**config.mk**
```make
export PLATFORM = sky130hd
export DESIGN_NAME = act_interp_pipe
export DESIGN_NICKNAME = d
export VERILOG_FILES = /design/src/rtl/act_interp_pipe.sv
export SDC_FILE = /design/constraint.sdc
export NUM_CORES = 1
export LEC_CHECK = 0
export CAP_MARGIN = 20
export CELL_PAD_IN_SITES_DETAIL_PLACEMENT = 0
export CELL_PAD_IN_SITES_GLOBAL_PLACEMENT = 1
export CORE_UTILIZATION = 52
export DETAILED_ROUTE_END_ITERATION = 10
export DONT_BUFFER_PORTS = 1
export GPL_ROUTABILITY_DRIVEN = 1
export PLACE_DENSITY_LB_ADDON = 0.1
export SYNTH_ARGS = -nofsm -noshare
export SYNTH_HDL_FRONTEND = slang
export SYNTH_SLANG_ARGS = --single-unit
```
**constraint.sdc**
```tcl
create_clock -name clk -period 5.2 [get_ports clk]
set_input_delay 0.78 -clock clk [delete_from_list [all_inputs] [get_ports clk]]
set_output_delay 0.78 -clock clk [all_outputs]
set_load 0.05 [all_outputs]
```
**src/rtl/act_interp_pipe.sv**
```systemverilog
// Pipelined piecewise-linear activation: splits x into table index and remainder,
// fetches two adjacent points from a run-time loadable table and interpolates.
module act_interp_pipe #(
    parameter int DATA_W = 8,
    parameter int IDX_W  = 4
) (
    input  logic              clk,
    input  logic              rst,
    input  logic              tbl_we,
    input  logic [IDX_W-1:0]  tbl_addr,
    input  logic [DATA_W-1:0] tbl_data,
    input  logic              in_valid,
    output logic              in_ready,
    input  logic [DATA_W-1:0] in_data,
    output logic              out_valid,
    input  logic              out_ready,
    output logic [DATA_W-1:0] out_data
);
    localparam int REM_W  = DATA_W - IDX_W;
    localparam int DEPTH  = 2 ** IDX_W;
    localparam int PROD_W = DATA_W + REM_W + 2;
    localparam logic [IDX_W-1:0] IDX_MSB = IDX_W'(1) << (IDX_W - 1);

    logic adv;

    logic [DATA_W-1:0] tbl [DEPTH];

    // S0: accepted sample
    logic              v0;
    logic [DATA_W-1:0] x0;

    // Lookup, combinational from S0
    logic [IDX_W-1:0]         idx;
    logic [REM_W-1:0]         rem;
    logic signed [DATA_W-1:0] base;
    logic signed [DATA_W-1:0] nxt;
    logic signed [DATA_W:0]   delta;

    // S1: lookup results
    logic                     v1;
    logic signed [DATA_W:0]   delta1;
    logic [REM_W-1:0]         rem1;
    logic signed [DATA_W-1:0] base1;

    // S2: product
    logic                     v2;
    logic signed [PROD_W-1:0] prod2;
    logic signed [DATA_W-1:0] base2;

    logic signed [PROD_W-1:0] delta_ext;
    logic signed [PROD_W-1:0] rem_ext;
    logic signed [PROD_W-1:0] prod;
    logic signed [PROD_W-1:0] shifted;
    logic signed [PROD_W-1:0] base_ext;
    logic signed [PROD_W-1:0] sum;
    logic                     unused_sum_hi;

    assign adv      = !out_valid || out_ready;
    assign in_ready = adv;

    // Offset-binary index: flipping the MSB maps the most negative x to entry 0.
    always_comb begin
        idx   = x0[DATA_W-1 -: IDX_W] ^ IDX_MSB;
        rem   = x0[REM_W-1:0];
        base  = tbl[idx];
        nxt   = (&idx) ? base : tbl[idx + IDX_W'(1)];
        delta = {nxt[DATA_W-1], nxt} - {base[DATA_W-1], base};
    end

    // Both operands are widened to the product width before the multiply so the
    // signed product is exact; the final add is kept in its own signed context so
    // the shift stays arithmetic.
    always_comb begin
        delta_ext = {{(REM_W + 1){delta1[DATA_W]}}, delta1};
        rem_ext   = {{(DATA_W + 2){1'b0}}, rem1};
        prod      = delta_ext * rem_ext;
        shifted   = prod2 >>> REM_W;
        base_ext  = {{(REM_W + 2){base2[DATA_W-1]}}, base2};
        sum       = base_ext + shifted;
    end

    // The interpolated value always lies between two table entries, so the
    // upper bits of the sum carry only sign extension.
    assign unused_sum_hi = ^sum[PROD_W-1:DATA_W];

    // NOTE: the table is a register file with a synchronous clear, not a RAM
    // macro; a run-time reset must return every entry to zero.
    always_ff @(posedge clk) begin
        if (rst) begin
            for (int i = 0; i < DEPTH; i++) begin
                tbl[i] <= '0;
            end
        end else if (tbl_we) begin
            tbl[tbl_addr] <= tbl_data;
        end
    end

    // NOTE: all state updates use non-blocking assignments so every stage samples
    // the previous stage's value from before the edge.
    always_ff @(posedge clk) begin
        if (rst) begin
            v0        <= 1'b0;
            v1        <= 1'b0;
            v2        <= 1'b0;
            out_valid <= 1'b0;
            out_data  <= '0;
        end else if (adv) begin
            v0        <= in_valid;
            v1        <= v0;
            v2        <= v1;
            out_valid <= v2;
            if (v2) begin
                out_data <= sum[DATA_W-1:0];
            end
        end
    end

    // Datapath registers need no reset: they are only consumed under their valid bit.
    always_ff @(posedge clk) begin
        if (adv) begin
            if (in_valid) begin
                x0 <= in_data;
            end
            if (v0) begin
                delta1 <= delta;
                rem1   <= rem;
                base1  <= base;
            end
            if (v1) begin
                prod2 <= prod;
                base2 <= base1;
            end
        end
    end

endmodule

```
==> impl_metrics.tcl <==
set metrics [dict create \
    worst_slew_pin_slew_ns 1.06 \
    root_buffer "clkbuf_16" \
    sequentialPowerShare_pct 45.6 \
    ys_ff_latch 185 \
    timing.setup.tns_ns 0 \
    finalCriticalPeriod_ns 3.93 \
    crit_family "adder cells" \
    syn_area_um2 10600 \
    pwr-share-clk_pct 31.2 \
    synth_fp_nets 933 \
    synth_edf_count 173 \
    critPathKind "register to register" \
    rr_worst_depth 11 \
    end_kind "register" \
    cp.required_ns 5.37 \
    die_area_um2 20900 \
    hold_path_class "input pin to register" \
    period_share_pct 75.6 \
    switching_power_mw 1.25 \
    postRouteAntennaNets 0 \
    synthCells 856 \
    finalNetCount 930 \
    peakVddDrop_mv 0.221 \
    drv_slew 0 \
    power_leakage_nw 4.22 \
    cpMaxStageDelayCell "ha_1" \
    switching_share_pct 30.6 \
    die_x_um 145 \
    place.gp.congestion 0.923 \
    cp-start-kind "register" \
    hold_ws_ns 0.403 \
    hold_depth 1 \
    grt_antenna_before_repair 1 \
    regToRegSetupSlack_ns 1.27 \
    dp_hpwl_mm 19.5 \
    status "completed" \
    vias 6762 \
    syn_avg_cell_area_um2 12.3 \
    rsz0062_at_grt "no" \
    overflow 0 \
    start_util_pct 53.7 \
    synth.distinct_cells 52 \
    crit_arrival_ns 4.10 \
    clk-insertion-delay-late_ns 0.44 \
    setup_violations 0 \
    viasPerCell 5.97 \
    clock_skew_ns 0.0165 \
    io_pins 35 \
    die_h_um 145 \
    rr_endpoint "delta1[7]$_DFFE_PP_" \
    max_slew_margin_pct 28.8 \
    power_mw 4.07 \
    powerDensity_nw_per_um2 357 \
    drc 0 \
    drtIter0Drc 493 \
    areaGrowthSynthToFinish_pct 8.00 \
    cts_tree "done" \
    mostFrequentLayoutCell "edfxtp_1" \
    slowest_delay_ns 0.92 \
    hold_violations 0 \
    p_int_mw 2.82 \
    htreeDepth 4 \
    fill_cells 1669 \
    wirelength_mm 26.1 \
    coreArea_um2 19700 \
    hold_start "rst" \
    yosysWarnings 0 \
    crit_path_cell_trace "ha_1, nor2b_1, a32oi_1, a31oi_1, a311oi_1, ha_1, nor2b_1, o21ai_0, a21oi_1, o41ai_1, xnor2_1" \
    worstHoldEndpoint "v1$_SDFFE_PP0N_" \
    rows 51 \
    cts_setup_buffers 0 \
    critPathBufInv 0 \
    drive_gt1_share_pct 13.5 \
    ys.flop_type "edfxtp_1" \
    grt_max_degree 55 \
    first_global_vias 6932 \
    maxCapViolCount 0 \
    firstDrtPassIters 6 \
    cp.depth 11 \
    ys_async_sr_fraction_pct 0 \
    clock-sinks 185 \
    fmax_mhz 254 \
    portBuffers 0 \
    cts_buffers 17 \
    path_clk_slew_ns 0.08 \
    cts_max_path_buffers 2 \
    cts-resized-gates 0 \
    track_usage_pct 27.0 \
    yosysSeqAreaShare_pct 51.5 \
    cts_hold_buf 0 \
    wl_per_cell_um 23.0 \
    pwr-share-comb_pct 23.2 \
    grt_pass1_wl_mm 40.1 \
    regToRegStartpoint "x0[5]$_DFFE_PP_" \
    path_max_fanout 16 \
    final_cell_mix "edfxtp_1, and2_1, nand2_1" \
]
metrics by stage:
stage	instance area, um2	utilization, %	std cells	setup slack, ns
2_1_floorplan	10600	-	856	1.72
3_3_place_gp	10800	54.9	1092	1.41
3_5_place_dp	10800	54.9	1092	1.28
4_1_cts	11400	57.8	1124	1.27
5_1_grt	11400	58.0	1132	0.960
6_report	11400	58.0	1133	1.27
flip-flops by register name, indices dropped and copies added, names as in the netlist, 4 cells and up:
register  cells
base2         8
tbl         128
x0            8
base1         8
out_data      8
rem1          4
delta1        9
prod2         8
Yosys cell counts (3+ instances only):
cell,count,share of area [%]
xor2_1,4,0.33
inv_1,43,1.5
mux2i_1,6,0.57
nand3_1,29,1.4
mux4_2,56,12
a21oi_1,20,0.95
ha_1,35,4.1
a21o_1,5,0.36
clkbuf_1,21,0.75
nand2_1,88,3.1
edfxtp_1,173,49
fa_1,17,3.2
nor2b_1,8,0.47
xnor2_1,16,1.3
a31oi_1,5,0.30
nand2b_1,6,0.36
o21ai_0,24,1.1
a32oi_1,4,0.33
or3_1,4,0.24
a211oi_1,3,0.21
and2_1,158,9.4
buf_6,3,0.32
buf_1,3,0.11
nor3_1,6,0.28
dfxtp_1,12,2.3
buf_2,11,0.52
o22ai_1,7,0.41
o21a_1,3,0.21
nand4_1,6,0.36
inv_2,4,0.14
or2_2,4,0.24
nor2_1,44,1.6
worst max path at each step:
| stage | startpoint | to | slack [ns] |
|---|---|---|---|
| floorplan | rem1[2]$_DFFE_PP_ | prod2[11]$_DFFE_PP_ | 1.72 |
| global placement | x0[4]$_DFFE_PP_ | delta1[7]$_DFFE_PP_ | 1.41 |
| detailed placement | x0[5]$_DFFE_PP_ | delta1[7]$_DFFE_PP_ | 1.28 |
| CTS | x0[5]$_DFFE_PP_ | delta1[7]$_DFFE_PP_ | 1.27 |
| global route | x0[4]$_DFFE_PP_ | delta1[7]$_DFFE_PP_ | 0.96 |
| finish | x0[5]$_DFFE_PP_ | delta1[7]$_DFFE_PP_ | 1.27 |
per-layer routing:
layer	part of all wire [%]	track usage [%]	routed length, um
met5	0	0	0
met4	2.7	10.2	700
met3	5.2	4.40	1360
met2	52	47.2	13400
met1	41	33.5	10600
power by group through the flow:
stage | logic (mW) | clock network (mW) | registers (mW)
6_report | 0.944 | 1.27 | 1.86
3_5_place_dp | 0.945 | 0 | 1.89
4_1_cts | 0.947 | 1.28 | 1.86
2_1_floorplan | 0.730 | 0 | 1.84
5_1_grt | 1.04 | 1.34 | 1.87
3_3_place_gp | 0.929 | 0 | 1.88
cells by family after synthesis:
| group | Yosys count | synth area share [%] |
|---|---|---|
| xor+xnor | 21 | 1.81 |
| mux | 62 | 12.5 |
| buf+inv | 88 | 3.65 |
| flops | 185 | 51.5 |
| fa+ha+maj | 52 | 7.37 |
| simple gates | 363 | 18.1 |
| compound gates | 85 | 5.07 |
worst register-to-register path, stage by stage, from the launching register on:
cell and delay (ns):
edfxtp_1 0.40, ha_1 0.92, nor2b_1 0.65, a32oi_1 0.12, a31oi_1 0.25, a311oi_1 0.10, ha_1 0.30, nor2b_1 0.13
o21ai_0 0.21, a21oi_1 0.14, o41ai_1 0.37, xnor2_1 0.11
final cells by class:
cell class | count | area [um2] | share of cell area [%]
clock buffer | 17 | 425 | 3.73
tap | 265 | 332 | 2.91
multi-input combinational | 583 | 4750 | 41.6
antenna | 2 | 5.00 | 0.0439
clock inverter | 15 | 156 | 1.37
timing repair buffer | 19 | 128 | 1.12
inverter | 47 | 176 | 1.55
sequential | 185 | 5440 | 47.7
Note: power is estimated with default switching activity, not from simulation.
